===== src/rtl/mem_arbiter.sv =====
// Two-master memory port arbiter (CPU = master 0, DMA = master 1).
// Define MEM_ARBITER_RR_EN for round-robin; default is CPU priority with DMA anti-starvation.
module mem_arbiter #(
    parameter int ADDR_WIDTH = 16,
    parameter int DATA_WIDTH = 32,
    parameter int MAX_WAIT   = 8
) (
    input  logic                  clk,
    input  logic                  rst,
    input  logic                  cpu_req,
    input  logic                  cpu_wr,
    input  logic [ADDR_WIDTH-1:0] cpu_addr,
    input  logic [DATA_WIDTH-1:0] cpu_wdata,
    output logic                  cpu_gnt,
    output logic                  cpu_ack,
    output logic [DATA_WIDTH-1:0] cpu_rdata,
    input  logic                  dma_req,
    input  logic                  dma_wr,
    input  logic [ADDR_WIDTH-1:0] dma_addr,
    input  logic [DATA_WIDTH-1:0] dma_wdata,
    output logic                  dma_gnt,
    output logic                  dma_ack,
    output logic [DATA_WIDTH-1:0] dma_rdata,
    output logic                  mem_rd,
    output logic                  mem_wr,
    output logic [ADDR_WIDTH-1:0] mem_addr,
    output logic [DATA_WIDTH-1:0] mem_wdata,
    input  logic [DATA_WIDTH-1:0] mem_rdata,
    input  logic                  mem_ready
);

    typedef enum logic [1:0] {
        IDLE     = 2'd0,
        BUSY_CPU = 2'd1,
        BUSY_DMA = 2'd2
    } state_t;

    state_t                state;
    state_t                state_nx;
    logic                  grant_cpu;
    logic                  grant_dma;
    logic                  dma_wins;
    logic                  busy;
    logic                  wr_q;
    logic [ADDR_WIDTH-1:0] addr_q;
    logic [DATA_WIDTH-1:0] wdata_q;

`ifdef MEM_ARBITER_RR_EN
    // 1 = DMA was granted last; on a tie the other master wins
    logic last_gnt;

    assign dma_wins = ~last_gnt;

    // Remember the most recent winner for round-robin tie breaks
    always_ff @(posedge clk) begin
        if (rst) begin
            last_gnt <= 1'b1;
        end else if (grant_cpu) begin
            last_gnt <= 1'b0;
        end else if (grant_dma) begin
            last_gnt <= 1'b1;
        end
    end
`else
    localparam logic [7:0] MAX_W = 8'(MAX_WAIT);

    logic [7:0] wait_cnt;

    assign dma_wins = (wait_cnt == MAX_W);

    // Count IDLE decisions lost by a waiting DMA; saturates at MAX_WAIT
    always_ff @(posedge clk) begin
        if (rst) begin
            wait_cnt <= '0;
        end else if (!dma_req || grant_dma) begin
            wait_cnt <= '0;
        end else if (grant_cpu && wait_cnt != MAX_W) begin
            wait_cnt <= wait_cnt + 8'd1;
        end
    end
`endif

    // State register
    always_ff @(posedge clk) begin
        if (rst) begin
            state <= IDLE;
        end else begin
            state <= state_nx;
        end
    end

    // Arbitration in IDLE, completion on mem_ready while busy
    always_comb begin
        state_nx  = state;
        grant_cpu = 1'b0;
        grant_dma = 1'b0;
        unique case (state)
            IDLE: begin
                if (dma_req && (!cpu_req || dma_wins)) begin
                    grant_dma = 1'b1;
                    state_nx  = BUSY_DMA;
                end else if (cpu_req) begin
                    grant_cpu = 1'b1;
                    state_nx  = BUSY_CPU;
                end
            end
            BUSY_CPU, BUSY_DMA: begin
                if (mem_ready) begin
                    state_nx = IDLE;
                end
            end
            default: state_nx = IDLE;
        endcase
    end

    // Memory port and grants follow the current owner; idle port reads as zero
    always_comb begin
        busy      = (state != IDLE);
        cpu_gnt   = (state == BUSY_CPU);
        dma_gnt   = (state == BUSY_DMA);
        mem_rd    = busy & ~wr_q;
        mem_wr    = busy & wr_q;
        mem_addr  = busy ? addr_q : '0;
        mem_wdata = busy ? wdata_q : '0;
    end

    // Latch the winner's command and return acks and read data
    always_ff @(posedge clk) begin
        if (rst) begin
            wr_q      <= 1'b0;
            addr_q    <= '0;
            wdata_q   <= '0;
            cpu_ack   <= 1'b0;
            dma_ack   <= 1'b0;
            cpu_rdata <= '0;
            dma_rdata <= '0;
        end else begin
            cpu_ack <= 1'b0;
            dma_ack <= 1'b0;
            if (grant_cpu) begin
                wr_q    <= cpu_wr;
                addr_q  <= cpu_addr;
                wdata_q <= cpu_wdata;
            end else if (grant_dma) begin
                wr_q    <= dma_wr;
                addr_q  <= dma_addr;
                wdata_q <= dma_wdata;
            end
            if (state == BUSY_CPU && mem_ready) begin
                cpu_ack <= 1'b1;
                if (!wr_q) begin
                    cpu_rdata <= mem_rdata;
                end
            end
            if (state == BUSY_DMA && mem_ready) begin
                dma_ack <= 1'b1;
                if (!wr_q) begin
                    dma_rdata <= mem_rdata;
                end
            end
        end
    end

endmodule


===== config.mk =====
export PLATFORM = sky130hd
export DESIGN_NAME = mem_arbiter
export DESIGN_NICKNAME = d
export VERILOG_FILES = /design/src/rtl/mem_arbiter.sv
export SDC_FILE = /design/constraint.sdc
export NUM_CORES = 1
export LEC_CHECK = 0
export CAP_MARGIN = 40
export CORE_MARGIN = 4
export CORE_UTILIZATION = 41
export DETAILED_ROUTE_END_ITERATION = 10
export GPL_ROUTABILITY_DRIVEN = 1
export HOLD_SLACK_MARGIN = 0.08
export PLACE_DENSITY_LB_ADDON = 0.12
export SYNTH_ARGS = -nofsm -noshare
export SYNTH_HDL_FRONTEND = slang
export SYNTH_SLANG_ARGS = --single-unit

===== constraint.sdc =====
create_clock -name clk -period 2.25 [get_ports clk]
set_clock_uncertainty 0.05 [all_clocks]
set_input_delay 0.675 -clock clk [delete_from_list [all_inputs] [get_ports clk]]
set_output_delay 0.675 -clock clk [all_outputs]
set_load 0.005 [all_outputs]

==> results_dict.tcl <==
set metrics [dict create \
    ys_top_cells_by_area "dfxtp_1 (47%), nand2_1 (17%), a311oi_1 (6.6%)" \
    dieArea_sq_um 14800 \
    clockPowerShare_pct 41.1 \
    relSlewSlack_pct 67.5 \
    crit_path_end "mem_wdata[20]" \
    placed_cell_area_sq_um 8100 \
    status "complete, but fails checks" \
    synth_top_area_share_pct 47.3 \
    initial_core_util_pct 41.9 \
    dp_slack_ns -0.107 \
    antennaDiodeCount 0 \
    cp_data_required_time_ns 1.52 \
    synth.net_count 822 \
    comb_power_share_pct 20.5 \
    io_pins 253 \
    end_kind "output port" \
    slew_viol_final 0 \
    r2r-start "state[0]" \
    synth_edf_count 0 \
    io_buffers 252 \
    antenna_found_initial 0 \
    drtIter0Drc 396 \
    fp-row-count 41 \
    drt.antenna.violating_nets 0 \
    synth_area_per_cell_sq_um 7.76 \
    crit_fanout 8 \
    fp.dieH_microns 122 \
    vias_per_cell 5.05 \
    fin_area_sq_um 8800 \
    syn-instance-count 682 \
    violations "setup timing" \
    rsz0062_at_grt "true" \
    gp_congestion 0.864 \
    die_w_microns 122 \
    fin_crit_ns 2.30 \
    avgRoutedWirePerCell_microns 15.7 \
    worst-r2r-cell-count 9 \
    fin_ws_ns -0.0547 \
    drv_cap 0 \
    cts_root_buf "clkbuf_16" \
    drive_gt1_share_pct 15.9 \
    max_freq_ghz 0.434 \
    cts_sinks 125 \
    seq_area_frac_synth_pct 47.3 \
    grt_pass1_vias 5624 \
    yosys_most_used_dff "dfxtp_1" \
    cts_tree "yes" \
    p_leak_uw 0.00338 \
    crit_type "reg2out" \
    htreeDepth 4 \
    power.density_nw_per_um2 726 \
    yosysTopAreaCell "dfxtp_1" \
    critPathLaunchType "flip-flop" \
    yosys_register_bits 125 \
    hold_buffers 0 \
    rrSetupSlack_ns 0.18 \
    cp.arrival_ns 1.58 \
    reg2reg_to "wdata_q[24]" \
    finalHoldViolCount 0 \
    setup_viol 16 \
    min_path_cells 2 \
    area_growth_pct 66.3 \
    async_flop_share_pct 0 \
    grt_usage_pct 23.2 \
    tightest_slew_ns 0.484 \
    grt_pass1_wl_microns 27100 \
    clock_latency_ns 0.41 \
    cts_buffers 17 \
    holdWs_ns 0.401 \
    nNetsFinal 1071 \
    hpwl_microns 11900 \
    p_int_uw 4810 \
    switching_share_pct 24.8 \
    p_sw_uw 1590 \
    clockBufferDepth 2 \
    yosysWarnings 0 \
    cts.clk_slew.worst_paths_ns 0.05 \
    irDropWorstVdd_uv 563 \
    yosysMostFrequentCell "nand2_1" \
    hp-class "reg2reg" \
    grt_max_degree 62 \
    drt_wl_total_microns 17500 \
    drt_first_pass_iters 5 \
    synthTopCellsByCount "nand2_1 (235), dfxtp_1 (125), a21oi_1 (67)" \
    fin_crit_sh_pct 102 \
    overflow 0 \
    detail_route.drc_violations 0 \
    vias 5640 \
    seq_power_share_pct 38.3 \
    core_area_sq_um 12600 \
    synth_cell_type_count 32 \
    setup.worst_path.start "state[0]" \
    netlist_area_sq_um 5290 \
]
[sequential cells by signal, indices dropped and copies added (netlist names)]
register,count
cpu_rdata,32
dma_rdata,32
wdata_q,32
addr_q,16
wait_cnt,8
state,2
cpu_ack,1
dma_ack,1
wr_q,1
[critical path, stage by stage (launching register included)]
cell     delay, ns
dfxtp_2       0.32
inv_2         0.07
ha_4          0.34
buf_16        0.19
buf_6         0.09
nor2b_1       0.03
buf_2         0.12
[worst min-delay path by stage]
| stage | from | to | slack, ns |
|---|---|---|---|
| 2_1_floorplan | cpu_rdata[0] | cpu_rdata[0] | 0.40 |
| 3_3_place_gp | cpu_rdata[23] | cpu_rdata[23] | 0.39 |
| 3_5_place_dp | dma_rdata[30] | dma_rdata[30] | 0.40 |
| 4_1_cts | dma_rdata[23] | dma_rdata[23] | 0.40 |
| 5_1_grt | cpu_rdata[24] | cpu_rdata[24] | 0.42 |
| 6_report | cpu_rdata[24] | cpu_rdata[24] | 0.40 |
[area by class of cell]
class                      count  area, sq um
clock inverter                 5         52.6
timing repair buffer         283         2790
multi-input combinational    499         2680
sequential                   125         2500
tap                          172          215
fill                        1020         3820
clock buffer                  27          533
inverter                       5         18.8
[layout by cell type (no fill, tap or decap), types with 3 or more instances in the layout]
cell type / count
buf_12: 12
and2_1: 3
buf_2: 32
buf_16: 4
clkbuf_16: 19
a21oi_1: 67
clkinv_2: 3
nor2b_4: 13
nand3_1: 5
nor2b_1: 29
xnor2_1: 4
nor2b_2: 9
nand2_1: 235
inv_1: 3
nor2_1: 59
clkdlybuf4s50_1: 199
a311oi_1: 40
buf_6: 5
nor3_1: 3
clkbuf_8: 7
a311oi_2: 9
dfxtp_1: 123
clkbuf_1: 3
clkbuf_2: 15
buf_4: 12
ha_1: 4
[per-layer routing]
metal  GRT usage [%]  share of wire (%)  vias up
met5               0                  0        -
li1                -                  -     2765
met4            9.38                2.3        0
met1            27.0                 40     2593
met3            7.61                8.9       27
met2            39.4                 49      255
[cell families (layout without fill, tap and decap cells)]
kind of cell / after synthesis / in the layout / synth area share [%]
AOI/OAI and AO/OA: 123 / 123 / 16.7
xor gates and xnor gates: 5 / 5 / 0.828
adders and majority gates: 5 / 5 / 1.18
buffers and inverters: 58 / 320 / 4.63
DFF: 125 / 125 / 47.3
and+or+nand+nor: 366 / 366 / 29.4
[power groups by stage]
stage | logic (uW) | registers, uW | clock network (uW)
final | 1310 | 2450 | 2630
after global routing | 1420 | 2470 | 2790
after CTS | 1280 | 2450 | 2680
after detailed placement | 1190 | 2490 | 0
after global placement | 1170 | 2480 | 0
after floorplan | 556 | 2470 | 0
[per-stage QoR]
step	power, uW	utilization [%]	cells	setup TNS (ns)
after floorplan	3030	-	682	0
after global routing	6670	69.7	1116	-1.91
after global placement	3650	64.2	1072	-0.680
final	6390	69.7	1116	-0.390
after CTS	6410	69.8	1113	-1.14
after detailed placement	3680	64.2	1072	-2.64
[repair_timing]
| item | in CTS | in global routing |
|---|---|---|
| pin swaps | 1 | 1 |
| buffers inserted | 5 | 1 |
| endpoints found under the hold margin | 0 | 0 |
| gates cloned | 4 | 2 |
| endpoints found under the setup margin | 52 | 60 |
| gates resized for setup | 198 | 33 |
Note: power is estimated with default switching activity, not from simulation.
